--- src/rtl/dtw_core_ctrl_if.sv ---
// Controller-side bundle: source FIFO, datapath and sink FIFO signals.
interface dtw_core_ctrl_if #(
   parameter int WIDTH      = 16,
   parameter int AXIS_WIDTH = 32
);
   logic                  src_fifo_clear;
   logic                  src_fifo_rden;
   logic                  src_fifo_empty;
   logic [AXIS_WIDTH-1:0] src_fifo_data;
   logic                  dp_rst;
   logic                  dp_running;
   logic [WIDTH-1:0]      dp_din;
   logic [WIDTH-1:0]      dp_minval;
   logic [31:0]           dp_position;
   logic                  dp_done;
   logic                  sink_fifo_wren;
   logic                  sink_fifo_full;
   logic [AXIS_WIDTH-1:0] sink_fifo_data;
   logic                  sink_fifo_last;

   modport master (
      output src_fifo_clear, src_fifo_rden,
      input  src_fifo_empty, src_fifo_data,
      output dp_rst, dp_running, dp_din,
      input  dp_minval, dp_position, dp_done,
      output sink_fifo_wren, sink_fifo_data, sink_fifo_last,
      input  sink_fifo_full
   );

   modport slave (
      input  src_fifo_clear, src_fifo_rden,
      output src_fifo_empty, src_fifo_data,
      input  dp_rst, dp_running, dp_din,
      output dp_minval, dp_position, dp_done,
      input  sink_fifo_wren, sink_fifo_data, sink_fifo_last,
      output sink_fifo_full
   );
endinterface

--- src/rtl/dtw_core_ctrl.sv ---
// Sequences one subsequence-DTW query: reference-load handshake, header and
// sample pops into the datapath, reference addressing, and a 4-word result
// record pushed to the sink FIFO under valid/full flow control.
module dtw_core_ctrl #(
   parameter int WIDTH            = 16,
   parameter int AXIS_WIDTH       = 32,
   parameter int SQG_SIZE_MAX     = 250,
   parameter int REFMEM_PTR_WIDTH = 20
) (
   input  logic                        clk,
   input  logic                        rst,
   input  logic                        rs,
   input  logic                        op_mode,
   input  logic [15:0]                 sqg_len,
   input  logic [WIDTH-1:0]            threshold,
   input  logic                        abort,
   output logic                        busy,
   input  logic                        load_done,
   output logic                        dtw_done,
   output logic [REFMEM_PTR_WIDTH-1:0] addr_ref,
   output logic [31:0]                 query_count,
   dtw_core_ctrl_if.master             bus
);

   typedef enum logic [2:0] {IDLE, REF_LOAD, Q_INIT, Q_LOAD, Q_STREAM, Q_EMIT} state_t;

   state_t                      state, state_nxt;
   logic                        pop, running, accept;
   logic [15:0]                 len_in, len_q, scnt;
   logic [WIDTH-1:0]            thr_q, min_q;
   logic                        match_q;
   logic [AXIS_WIDTH-1:0]       qid_q, w2, word_nxt, sink_data_q;
   logic [31:0]                 pos_q, cyc_q, cyc_cnt, cyc_inc;
   logic [REFMEM_PTR_WIDTH-1:0] addr_inc;
   logic [1:0]                  widx;
   logic                        wren_q, last_q, clear_q, dp_rst_q;

   // zero or oversize lengths both run a full-size query
   assign len_in   = (sqg_len == 16'd0 || sqg_len > 16'(SQG_SIZE_MAX)) ? 16'(SQG_SIZE_MAX) : sqg_len;
   assign cyc_inc  = (cyc_cnt == '1) ? cyc_cnt : cyc_cnt + 32'd1;
   assign addr_inc = (addr_ref == '1) ? addr_ref : addr_ref + REFMEM_PTR_WIDTH'(1);
   assign accept   = wren_q & ~bus.sink_fifo_full;

   assign bus.src_fifo_rden  = pop;
   assign bus.dp_running     = running;
   assign bus.dp_din         = bus.src_fifo_data[WIDTH-1:0];
   assign bus.src_fifo_clear = clear_q;
   assign bus.dp_rst         = dp_rst_q;
   assign bus.sink_fifo_wren = wren_q;
   assign bus.sink_fifo_data = sink_data_q;
   assign bus.sink_fifo_last = last_q;

   // record word that follows the one currently presented
   always_comb begin
      w2                = '0;
      w2[WIDTH-1:0]     = min_q;
      w2[AXIS_WIDTH-1]  = match_q;
      case (widx)
         2'd0:    word_nxt = AXIS_WIDTH'(pos_q);
         2'd1:    word_nxt = w2;
         default: word_nxt = AXIS_WIDTH'(cyc_q);
      endcase
   end

   // next state plus the combinational pop / advance strobes
   always_comb begin
      state_nxt = state;
      pop       = 1'b0;
      running   = 1'b0;
      case (state)
         IDLE: begin
            // the dtw_done cycle is not an acceptance slot, so IDLE is
            // always observable between two queries
            if (rs && !dtw_done) begin
               if (!op_mode && load_done)     state_nxt = Q_INIT;
               else if (op_mode && !load_done) state_nxt = REF_LOAD;
            end
         end
         REF_LOAD: if (load_done) state_nxt = IDLE;
         Q_INIT: begin
            pop = ~bus.src_fifo_empty & ~abort;
            if (pop) state_nxt = Q_LOAD;
         end
         Q_LOAD: begin
            pop     = ~bus.src_fifo_empty & ~abort;
            running = pop;
            if (pop && scnt == len_q - 16'd1) state_nxt = Q_STREAM;
         end
         Q_STREAM: begin
            running = 1'b1;
            if (bus.dp_done) state_nxt = Q_EMIT;
         end
         Q_EMIT: if (accept && widx == 2'd3) state_nxt = IDLE;
         default: state_nxt = IDLE;
      endcase
      if (abort && state != IDLE) state_nxt = IDLE;
   end

   // state register, registered outputs and query bookkeeping
   always_ff @(posedge clk) begin
      if (rst) begin
         state       <= IDLE;
         busy        <= 1'b0;
         clear_q     <= 1'b1;
         dp_rst_q    <= 1'b1;
         dtw_done    <= 1'b0;
         addr_ref    <= '0;
         query_count <= '0;
         wren_q      <= 1'b0;
         sink_data_q <= '0;
         last_q      <= 1'b0;
         widx        <= '0;
         len_q       <= 16'd1;
         scnt        <= '0;
         thr_q       <= '0;
         min_q       <= '0;
         match_q     <= 1'b0;
         qid_q       <= '0;
         pos_q       <= '0;
         cyc_q       <= '0;
         cyc_cnt     <= '0;
      end else begin
         state    <= state_nxt;
         busy     <= (state_nxt != IDLE);
         clear_q  <= (state_nxt == IDLE);
         dp_rst_q <= (state_nxt == IDLE) || (state_nxt == REF_LOAD);
         dtw_done <= 1'b0;

         if (state == IDLE && state_nxt == Q_INIT) begin
            len_q <= len_in;
            thr_q <= threshold;
         end

         if (state == Q_INIT && pop) begin
            qid_q   <= bus.src_fifo_data;
            cyc_cnt <= '0;
            scnt    <= '0;
         end

         if (state == Q_LOAD || state == Q_STREAM) cyc_cnt <= cyc_inc;
         if (state == Q_LOAD && pop)               scnt    <= scnt + 16'd1;

         if (state_nxt == IDLE)
            addr_ref <= '0;
         else if ((state == Q_LOAD && pop) || state == Q_STREAM)
            addr_ref <= addr_inc;

         if (state == Q_STREAM && bus.dp_done && !abort) begin
            min_q       <= bus.dp_minval;
            pos_q       <= bus.dp_position;
            match_q     <= (bus.dp_minval <= thr_q);
            cyc_q       <= cyc_inc;
            wren_q      <= 1'b1;
            sink_data_q <= qid_q;
            last_q      <= 1'b0;
            widx        <= '0;
         end

         if (state == Q_EMIT) begin
            if (abort) begin
               wren_q      <= 1'b0;
               last_q      <= 1'b0;
               sink_data_q <= '0;
            end else if (accept) begin
               if (widx == 2'd3) begin
                  wren_q      <= 1'b0;
                  last_q      <= 1'b0;
                  sink_data_q <= '0;
                  dtw_done    <= 1'b1;
                  query_count <= query_count + 32'd1;
               end else begin
                  widx        <= widx + 2'd1;
                  sink_data_q <= word_nxt;
                  last_q      <= (widx == 2'd2);
               end
            end
         end
      end
   end

endmodule

--- src/flat_wrapper.sv ---
// flat-port wrapper written by rule: the top's interface ports become plain ports
module dtw_core_ctrl_flat 
#(
   parameter int WIDTH            = 16,
   parameter int AXIS_WIDTH       = 32,
   parameter int SQG_SIZE_MAX     = 250,
   parameter int REFMEM_PTR_WIDTH = 20
)
  (clk, rst, rs, op_mode, sqg_len, threshold, abort, busy, load_done, dtw_done, addr_ref, query_count, bus_src_fifo_clear, bus_src_fifo_rden, bus_src_fifo_empty, bus_src_fifo_data, bus_dp_rst, bus_dp_running, bus_dp_din, bus_dp_minval, bus_dp_position, bus_dp_done, bus_sink_fifo_wren, bus_sink_fifo_data, bus_sink_fifo_last, bus_sink_fifo_full);
  dtw_core_ctrl_if #(.WIDTH(WIDTH), .AXIS_WIDTH(AXIS_WIDTH)) bus_i ();
  input  logic clk;
  input  logic rst;
  input  logic rs;
  input  logic op_mode;
  input  logic [15:0] sqg_len;
  input  logic [WIDTH-1:0] threshold;
  input  logic abort;
  output logic busy;
  input  logic load_done;
  output logic dtw_done;
  output logic [REFMEM_PTR_WIDTH-1:0] addr_ref;
  output logic [31:0] query_count;
  output wire logic [$bits(bus_i.src_fifo_clear)-1:0] bus_src_fifo_clear;
  output wire logic [$bits(bus_i.src_fifo_rden)-1:0] bus_src_fifo_rden;
  input wire logic [$bits(bus_i.src_fifo_empty)-1:0] bus_src_fifo_empty;
  input wire logic [$bits(bus_i.src_fifo_data)-1:0] bus_src_fifo_data;
  output wire logic [$bits(bus_i.dp_rst)-1:0] bus_dp_rst;
  output wire logic [$bits(bus_i.dp_running)-1:0] bus_dp_running;
  output wire logic [$bits(bus_i.dp_din)-1:0] bus_dp_din;
  input wire logic [$bits(bus_i.dp_minval)-1:0] bus_dp_minval;
  input wire logic [$bits(bus_i.dp_position)-1:0] bus_dp_position;
  input wire logic [$bits(bus_i.dp_done)-1:0] bus_dp_done;
  output wire logic [$bits(bus_i.sink_fifo_wren)-1:0] bus_sink_fifo_wren;
  output wire logic [$bits(bus_i.sink_fifo_data)-1:0] bus_sink_fifo_data;
  output wire logic [$bits(bus_i.sink_fifo_last)-1:0] bus_sink_fifo_last;
  input wire logic [$bits(bus_i.sink_fifo_full)-1:0] bus_sink_fifo_full;
  assign bus_src_fifo_clear = bus_i.src_fifo_clear;
  assign bus_src_fifo_rden = bus_i.src_fifo_rden;
  assign bus_i.src_fifo_empty = bus_src_fifo_empty;
  assign bus_i.src_fifo_data = bus_src_fifo_data;
  assign bus_dp_rst = bus_i.dp_rst;
  assign bus_dp_running = bus_i.dp_running;
  assign bus_dp_din = bus_i.dp_din;
  assign bus_i.dp_minval = bus_dp_minval;
  assign bus_i.dp_position = bus_dp_position;
  assign bus_i.dp_done = bus_dp_done;
  assign bus_sink_fifo_wren = bus_i.sink_fifo_wren;
  assign bus_sink_fifo_data = bus_i.sink_fifo_data;
  assign bus_sink_fifo_last = bus_i.sink_fifo_last;
  assign bus_i.sink_fifo_full = bus_sink_fifo_full;
  dtw_core_ctrl #(.WIDTH(WIDTH), .AXIS_WIDTH(AXIS_WIDTH), .SQG_SIZE_MAX(SQG_SIZE_MAX), .REFMEM_PTR_WIDTH(REFMEM_PTR_WIDTH)) u_core (.clk(clk), .rst(rst), .rs(rs), .op_mode(op_mode), .sqg_len(sqg_len), .threshold(threshold), .abort(abort), .busy(busy), .load_done(load_done), .dtw_done(dtw_done), .addr_ref(addr_ref), .query_count(query_count), .bus(bus_i));
endmodule
--- config.mk ---
export PLATFORM = sky130hd
export DESIGN_NAME = dtw_core_ctrl_flat
export DESIGN_NICKNAME = d
export VERILOG_FILES = /design/src/rtl/dtw_core_ctrl_if.sv /design/src/rtl/dtw_core_ctrl.sv /design/src/flat_wrapper.sv
export SDC_FILE = /design/constraint.sdc
export NUM_CORES = 1
export LEC_CHECK = 0
export ABC_AREA = 1
export CAP_MARGIN = 15
export CORE_MARGIN = 4
export CORE_UTILIZATION = 53
export CTS_BUF_LIST = sky130_fd_sc_hd__clkbuf_8
export CTS_CLUSTER_DIAMETER = 80
export DETAILED_ROUTE_END_ITERATION = 16
export GPL_TIMING_DRIVEN = 1
export HOLD_SLACK_MARGIN = 0.05
export PLACE_DENSITY = 0.9
export REMOVE_ABC_BUFFERS = 1
export SETUP_SLACK_MARGIN = 0.02
export SYNTH_ARGS = -nofsm -noshare
export SYNTH_HDL_FRONTEND = slang
export SYNTH_SLANG_ARGS = --single-unit
--- constraint.sdc ---
create_clock -name clk -period 3.6 [get_ports clk]
set_clock_uncertainty 0.2 [all_clocks]
set_input_delay 0.72 -clock clk [delete_from_list [all_inputs] [get_ports clk]]
set_output_delay 0.72 -clock clk [all_outputs]
set_load 0.02 [all_outputs]
After elaboration in Yosys (flattened, before gate mapping)
Cells that the tools add are included.
Storage, ports and cells
  bits in registers: 288
  input port bits: 121
  output and inout port bits: 108
  logic and storage cells: 121
Cells by class
  add/subtract/negate cells: 6
  order comparisons: 2
  equality and inequality tests: 13
  mux-type cells: 40
  bitwise gates (word level): 8
  reductions and logical operators: 32
Operators by type and width (number)
  32-bit 2-to-1 mux: 8
  32-bit by 1-bit adder with 32-bit output (second input constant): 2
  32-bit case mux with 2 select lines: 1
  16-bit 2-to-1 mux: 3
  32-bit == test (second input constant): 1
  3-bit 2-to-1 mux: 9
  20-bit by 1-bit adder with 20-bit output (second input constant): 1
  20-bit == test (second input constant): 1
  3-bit case mux with 6 select lines: 1
  16-bit by 1-bit adder with 16-bit output (second input constant): 1
  16-bit == test: 1
  16-bit by 8-bit > comparator with 1-bit output (second input constant): 1
  16-bit <= comparator: 1
  16-bit zero test: 1
  16-bit by 1-bit subtractor with 16-bit output (second input constant): 1
  1-bit 2-to-1 mux: 12
  1-bit logical AND: 11
  2-bit 2-to-1 mux: 5
  3-bit by 2-bit == test with 1-bit output (second input constant): 3
  3-bit by 1-bit == test with 1-bit output (second input constant): 2
  3-bit == test (second input constant): 2
  3-bit zero test: 2
  1-bit inverter: 6
  3-bit nonzero test: 2
  other kinds (13): 23

Depth between registers and ports, before layout
Gate-level depths: netlist (run 1).
  depth after elaboration: 9
  gate-level depth with buffers: 19
  gate-level depth less buffers: 18

Worst setup path after synthesis (run 1)
Ideal clock, no wire load.
  path kind: input-to-reg
  start point: input abort
  end point: register u_core.scnt[14]
  library setup time: 0.130 ns
  data arrival time: 2.152 ns
  data required time: 3.270 ns
  slack: 1.117 ns
  stages on the path: 13
  buffers on the path: 1
  cell sequence: buf_6 > nor2_4 > nand3_2 > inv_2 > nand3_1 > nor3_2 > nand2_1 > nor2_2 > nand4_1 > nor2_1 > nand2_1 > nor2_1 > nor3_2
On the way
  cells in the longest elaborated chain, start to end: 5
  elaborated cells between the ends (all ways): 7
  those cells by class: 2 x mux; 2 x bitwise; 3 x reduce/logical
RTL lines
  from (decl): line flat_wrapper.sv:17  | input logic abort;
  1-bit inverter (no source line) (*)
  1-bit bitwise AND (*): line dtw_core_ctrl.sv:81, dtw_core_ctrl.sv:85
  1-bit 2-to-1 mux (*)
  via bus_src_fifo_rden: line flat_wrapper.sv:24  | output wire logic [$bits(bus_i.src_fifo_rden)-1:0] bus_src_fifo_rden;
  1-bit logical AND (on tied branches): line dtw_core_ctrl.sv:141, dtw_core_ctrl.sv:134
  16-bit 2-to-1 mux / 2-bit nonzero test (equally long branches)
  to (signal assigned): line dtw_core_ctrl.sv:141  | if (state == Q_LOAD && pop) scnt <= scnt + 16'd1;
  to (decl): line dtw_core_ctrl.sv:29  | logic [15:0] len_in, len_q, scnt;
The timed path passes the listed nets; every way through them passes the cells marked *.
A chain may end at the register's enable or synchronous reset.

Worst setup path after layout (run 1)
  start point: input abort
  end point: output bus_dp_running
On the way
  cells in the longest elaborated chain, start to end: 3
RTL lines
  1-bit inverter (no source line)
  1-bit bitwise AND: line dtw_core_ctrl.sv:85  | pop = ~bus.src_fifo_empty & ~abort;
  1-bit case mux with 2 select lines: line dtw_core_ctrl.sv:70  | case (state)
  to (decl): line flat_wrapper.sv:28  | output wire logic [$bits(bus_i.dp_running)-1:0] bus_dp_running;
No other way between the ends.

==> reports/results.tsv, run 1 <==
metric	value	unit
outcome	complete, no violations	
top cells by area in the synthesized netlist	dfxtp_1 40%, nand2_1 9.5%, inv_1 7.6%	
Period Utilization, post-route	91.3	%
Ports	229	
number of H-tree levels	2	
clock tree from TritonCTS	yes	
number of warnings reported in the yosys synthesis log	0	
clock insertion delay at the later pin of the skew report	0.56	ns
Seq/Total Area, Yosys	40.3	%
initial core utilization	54.5	%
cell internal power dissipation	0.00527	W
Final Hold Viols	0	
Achievable Freq	0.304	GHz
pin slew with the least headroom to its limit	0.664	ns
net switching power figure	0.00160	W
sequential cell fraction of total power	47.1	%
number of buffers inserted during clock tree synthesis	47	
Post-route DRC	0	
growth of design area from synthesis to finish	24.1	%
drt wl/cell	15.5	um
clock-pin slew on the worst setup and hold paths	0.06	ns
type of the tightest min-delay check	flop to flop	
data arrival time of the worst path	2.37	ns
wire length reported by the detailed router	39700	um
PD cells	387	mW/mm2
largest area contributor in the synthesized netlist	dfxtp_1	
kind of end point of the critical path	primary output	
standard-cell row count	59	
crit path setup slack, layout	0.314	ns
share of layout cells above drive strength 1	7.47	%
GR Util All Layers	26.0	%
mean post-synth cell area	7.12	um2
top-area cell type share of the netlist area	40.3	%
minimum period implied by the final worst setup slack	3.29	ns
Ant. Diodes	0	
GRT overflow	0	
setup repair after global routing missed its margin	false	
post-CTS resize count	0	
category of the most critical setup path	input pin to primary output	
root buf cell	clkbuf_8	
worst hold margin	0.253	ns
Cell variety after synth	50	
async set-or-reset flop fraction in the synthesized netlist	0	%
share of total power consumed by net switching	23.3	%
Synth Flop Type	dfxtp_1	
area of the core	0.0263	mm2
fraction of power consumed by the clock network	45.6	%
setup fix buffers added after clock tree synthesis	0	
combinational power share	7.2	%
maximum root-to-sink buffer count	3	
relative slew slack	55.7	%
die area	0.0297	mm2
startpoint class of the critical path	input pin	
DRC violation total after the first TritonRoute iteration	1359	
Post-synth EDFFs	0	
antenna violations before repair	0	
worst setup slack before clock tree synthesis	0.312	ns
worst-case vdd ir drop	0.000214	V
maximum number of pins on one net before global-route repair	105	
vias post-DR	14158	
Finish-stage setup viols	0	
number of buffers added to fix hold violations after cts	0	
width of the chip	172	um
via count of the first global-routing pass	13809	
max-slew violation count	0	
post-synthesis instance area	0.0143	mm2
total leakage power	6.91	nW
detailed placement HPWL	27800	um
average vias per placed instance	5.50	
max cap viols	0	
Placement Cell Area	0.0167	mm2
post-route antenna net violation count	0	
floorplan die height	172	um
Final GP Congestion	0.934	
commonest cells in the synthesized netlist	362 x nand2_1, 288 x dfxtp_1, 288 x inv_1	
NumNets Final	2350	
number of storage elements in the synthesis netlist	288	
final instance area	0.0178	mm2
count of clock tree sinks	288	
endpoint required time on the critical path	2.68	ns
Mapped Cells	2011	
Register-to-Register Setup Slack	0.73	ns
number of buffer cells added on primary ports	228	
maximum fanout encountered on the critical timing path	3	
number of iterations in the first detailed-routing pass	5	
first-pass GRT wire length	64800	um
top-count cell post-synth	nand2_1	
cells in the final DEF, fill, tap and decap left out, drive strengths merged, types with 23 or more instances in the layout:
master and n:
clkbuf 62, nand3 62, a21oi 186, dfxtp 288
nand2 374, o21ai 188, nor3 48, inv 307
nand4 30, o22ai 29, xor2 32, ha 25
buf 23, nor2 186, clkdlybuf4s50 227
area by class of cell:
class	count	area (um2)
fillers	2061	8520
repair buffers	250	2480
inverters	302	1140
clock inverters	20	188
flip-flops and latches	288	5770
clock buffers	62	853
well taps	335	419
multi-input cells	1315	6920
worst paths after layout:
path | end | startpoint | depth (start not counted)
min reg2reg | u_core.qid_q[1] | u_core.qid_q[1] | 2
min | u_core.qid_q[1] | u_core.qid_q[1] | 2
max reg2reg | u_core.cyc_q[31] | u_core.cyc_cnt[0] | 9
max | bus_dp_running | abort | 7
per-stage QoR:
stage                     util [%]  TNS (ns)  instances  total power, W
final                         67.6         0       2572         0.00687
after global routing          67.6         0       2572         0.00710
after global placement        63.6         0       2489         0.00378
after floorplan                  -    -67.10       1905         0.00352
after detailed placement      63.6         0       2489         0.00380
after CTS                     67.6         0       2571         0.00690
kinds of logic after synthesis:
kind of cell / Yosys count / share of synthesized area, %
buffers and inverters: 408 / 11.4
XOR/XNOR: 54 / 3.30
adder cells (fa/ha/maj): 25 / 2.19
flip-flops: 288 / 40.3
AO/OA/AOI/OAI: 487 / 18.9
AND/OR/NAND/NOR: 749 / 23.9
metal layers:
layer	track usage (%)	wire [um]	vias up
li1	-	-	6946
met1	32.6	16600	6526
met4	10.0	1200	0
met2	44.0	18900	580
met5	0	0	-
met3	5.40	3090	106
state kept, by name (all words and copies together), names as in the netlist, 2 cells and up:
signal and cells:
u_core.bus.sink_fifo_data 32, u_core.cyc_cnt 32, u_core.cyc_q 32, u_core.pos_q 32, u_core.qid_q 32, u_core.query_count 32, u_core.addr_ref 20, u_core.len_q 16
u_core.min_q 16, u_core.scnt 16, u_core.thr_q 16, u_core.state 3, u_core.widx 2
critical path, stage by stage:
cell and delay, ns:
clkdlybuf4s50_1 0.53, nor2_4 0.17, inv_1 0.09, nor2_4 0.13, inv_2 0.06, nand2_4 0.06, clkdlybuf4s50_1 0.61
power by group through the flow:
stage / combinational (W) / clock (W) / sequential (W)
finish: 0.000495 / 0.00314 / 0.00324
CTS: 0.000493 / 0.00317 / 0.00324
global placement: 0.000475 / 0 / 0.00331
global route: 0.000543 / 0.00331 / 0.00324
detailed placement: 0.000488 / 0 / 0.00331
floorplan: 0.000208 / 0 / 0.00331
Note: power is estimated with default switching activity, not from simulation.
==> inputs of run 2 (changes only) <==
CAP_MARGIN = not set   (was 15)
==> run 2 against run 1 <==
Net effect: maximum frequency up 0.18%; setup slack better by 0.0060 ns; worst hold slack about the same; register-to-register slack about the same; core utilization about the same; combinational power about the same; critical path depth unchanged; total power about the same; first-iteration DRC count up 0.96%.
==> reports/results.tsv, run 2 (synthesized netlist as in run 1, its figures left out) <==
metric	value	unit	change
outcome	complete, no violations		
CP startpoint	abort		
clock insertion delay at the later pin of the skew report	0.56	ns	about the same
Post-route DRC	0		unchanged
type of the tightest min-delay check	flop to flop		
clock tree from TritonCTS	yes		
category of the most critical setup path	input pin to primary output		
post-layout total power	0.00687	W	about the same
kind of end point of the critical path	primary output		
FF-to-FF End	u_core.cyc_q[31]		
relative slew slack	52.5	%	-3.2 points
data arrival time of the worst path	2.36	ns	about the same
number of buffer cells added on primary ports	228		unchanged
number of iterations in the first detailed-routing pass	7		+2
antenna violations before repair	0		unchanged
maximum fanout encountered on the critical timing path	3		unchanged
die area	0.0297	mm2	unchanged
growth of design area from synthesis to finish	24.1	%	about the same
detailed placement HPWL	27800	um	unchanged
Ports	229		unchanged
average vias per placed instance	5.48		-0.51%
pin slew with the least headroom to its limit	0.712	ns	+0.0476 ns
met2 global-route usage	44.0	%	unchanged
initial core utilization	54.5	%	unchanged
number of H-tree levels	2		unchanged
Register-to-Register Setup Slack	0.72	ns	about the same
maximum number of pins on one net before global-route repair	105		unchanged
Finish-stage setup viols	0		unchanged
Period Utilization, post-route	91.1	%	-0.17 points
Worst Reg2Reg Path Length in Cells	9		unchanged
startpoint of the worst register-to-register path	u_core.cyc_cnt[0]		
floorplan die height	172	um	unchanged
setup fix buffers added after clock tree synthesis	0		unchanged
number of buffers inserted during clock tree synthesis	47		unchanged
most frequent standard cell in the layout excluding fill and tap cells	nand2_1		
maximum root-to-sink buffer count	3		unchanged
root buf cell	clkbuf_8		
first-pass GRT wire length	64800	um	unchanged
setup repair after global routing missed its margin	false		
Most Crowded Layer GR	met2		
Achievable Freq	0.305	GHz	+0.18%
total leakage power	6.90	nW	about the same
highest-count cells in the layout ignoring fill and taps	362 x nand2_1, 296 x inv_1, 288 x dfxtp_1, 227 x clkdlybuf4s50_1		
area of the core	0.0263	mm2	unchanged
clock-pin slew on the worst setup and hold paths	0.06	ns	about the same
share of layout cells above drive strength 1	7.47	%	about the same
startpoint class of the critical path	input pin		
GR Util All Layers	26.0	%	unchanged
standard-cell row count	59		unchanged
met3 track demand over resource	5.40	%	unchanged
post-route antenna net violation count	0		unchanged
NumNets Final	2349		-0.043%
GRT overflow	0		unchanged
width of the chip	172	um	unchanged
worst-case vdd ir drop	0.000214	V	about the same
max cap viols	0		unchanged
vias post-DR	14081		-0.54%
max-slew violation count	0		unchanged
worst hold margin	0.253	ns	+0.000178 ns
crit path capture	bus_dp_running		
minimum period implied by the final worst setup slack	3.28	ns	-0.00598 ns
Final GP Congestion	0.934		unchanged
wire length reported by the detailed router	39700	um	about the same
Final Hold Viols	0		unchanged
met1 track demand over resource	32.6	%	unchanged
drt wl/cell	15.4	um	about the same
DRC violation total after the first TritonRoute iteration	1372		+0.96%
PD cells	387	mW/mm2	about the same
endpoint required time on the critical path	2.68	ns	about the same
via count of the first global-routing pass	13809		unchanged
sum of negative setup slack	0	ns	unchanged
count of clock tree sinks	288		unchanged
Ant. Diodes	0		unchanged
[run 2: worst max-delay path, cell delays in order]
cell,delay [ns]
clkdlybuf4s50_1,0.52
nor2_4,0.17
inv_1,0.09
nor2_4,0.13
inv_2,0.06
nand2_4,0.06
clkdlybuf4s50_1,0.61
[run 2: stage by stage]
| stage | util [%] | instance area [um2] | setup slack (ns) | instances |
|---|---|---|---|---|
| CTS | 67.6 | 17800 | 0.307 | 2571 |
| detailed placement | 63.6 | 16700 | 0.312 | 2489 |
| global route | 67.6 | 17800 | 0.255 | 2571 |
| finish | 67.6 | 17800 | 0.320 | 2571 |
| floorplan | - | 13800 | -0.919 | 1905 |
| global placement | 63.6 | 16700 | 0.338 | 2489 |
[run 2: how the worst min path moves through the flow]
| stage | start | end | slack (ns) | cells past startpoint |
|---|---|---|---|---|
| 3_5_place_dp | u_core.qid_q[1] | u_core.qid_q[1] | 0.24 | 2 |
| 5_1_grt | u_core.qid_q[2] | u_core.qid_q[2] | 0.27 | 2 |
| 3_3_place_gp | u_core.min_q[13] | u_core.min_q[13] | 0.24 | 2 |
| 6_report | u_core.qid_q[1] | u_core.qid_q[1] | 0.25 | 2 |
| 2_1_floorplan | u_core.len_q[15] | u_core.len_q[15] | 0.23 | 2 |
| 4_1_cts | u_core.qid_q[1] | u_core.qid_q[1] | 0.25 | 2 |
[run 2: report_power, final]
group | switching (W) | total, W | internal [W]
Clock | 0.00131 | 0.00314 | 0.00182
Combinational | 0.000268 | 0.000495 | 0.000227
Sequential | 0.0000175 | 0.00324 | 0.00322
Total | 0.00160 | 0.00687 | 0.00527
[run 2: what timing repair did]
action / 4_1_cts / 5_1_grt
setup endpoints to repair: 0 / 1
hold buffers: 0 / 0
gates resized for setup: 0 / 1
[run 2: cell type report]
type	instances	area [um2]
Sequential cell	288	5770
Clock buffer	62	853
Multi-Input combinational cell	1315	6920
Clock inverter	20	188
Fill cell	2062	8520
Timing Repair Buffer	249	2470
Inverter	302	1140
Tap cell	335	419
[run 2: metal layers]
layer	part of all wire, %	routed length [um]	vias to the layer above
met2	48	18900	544
met1	42	16600	6481
met4	3.0	1190	0
met3	7.4	2950	109
met5	0	0	-
li1	-	-	6947
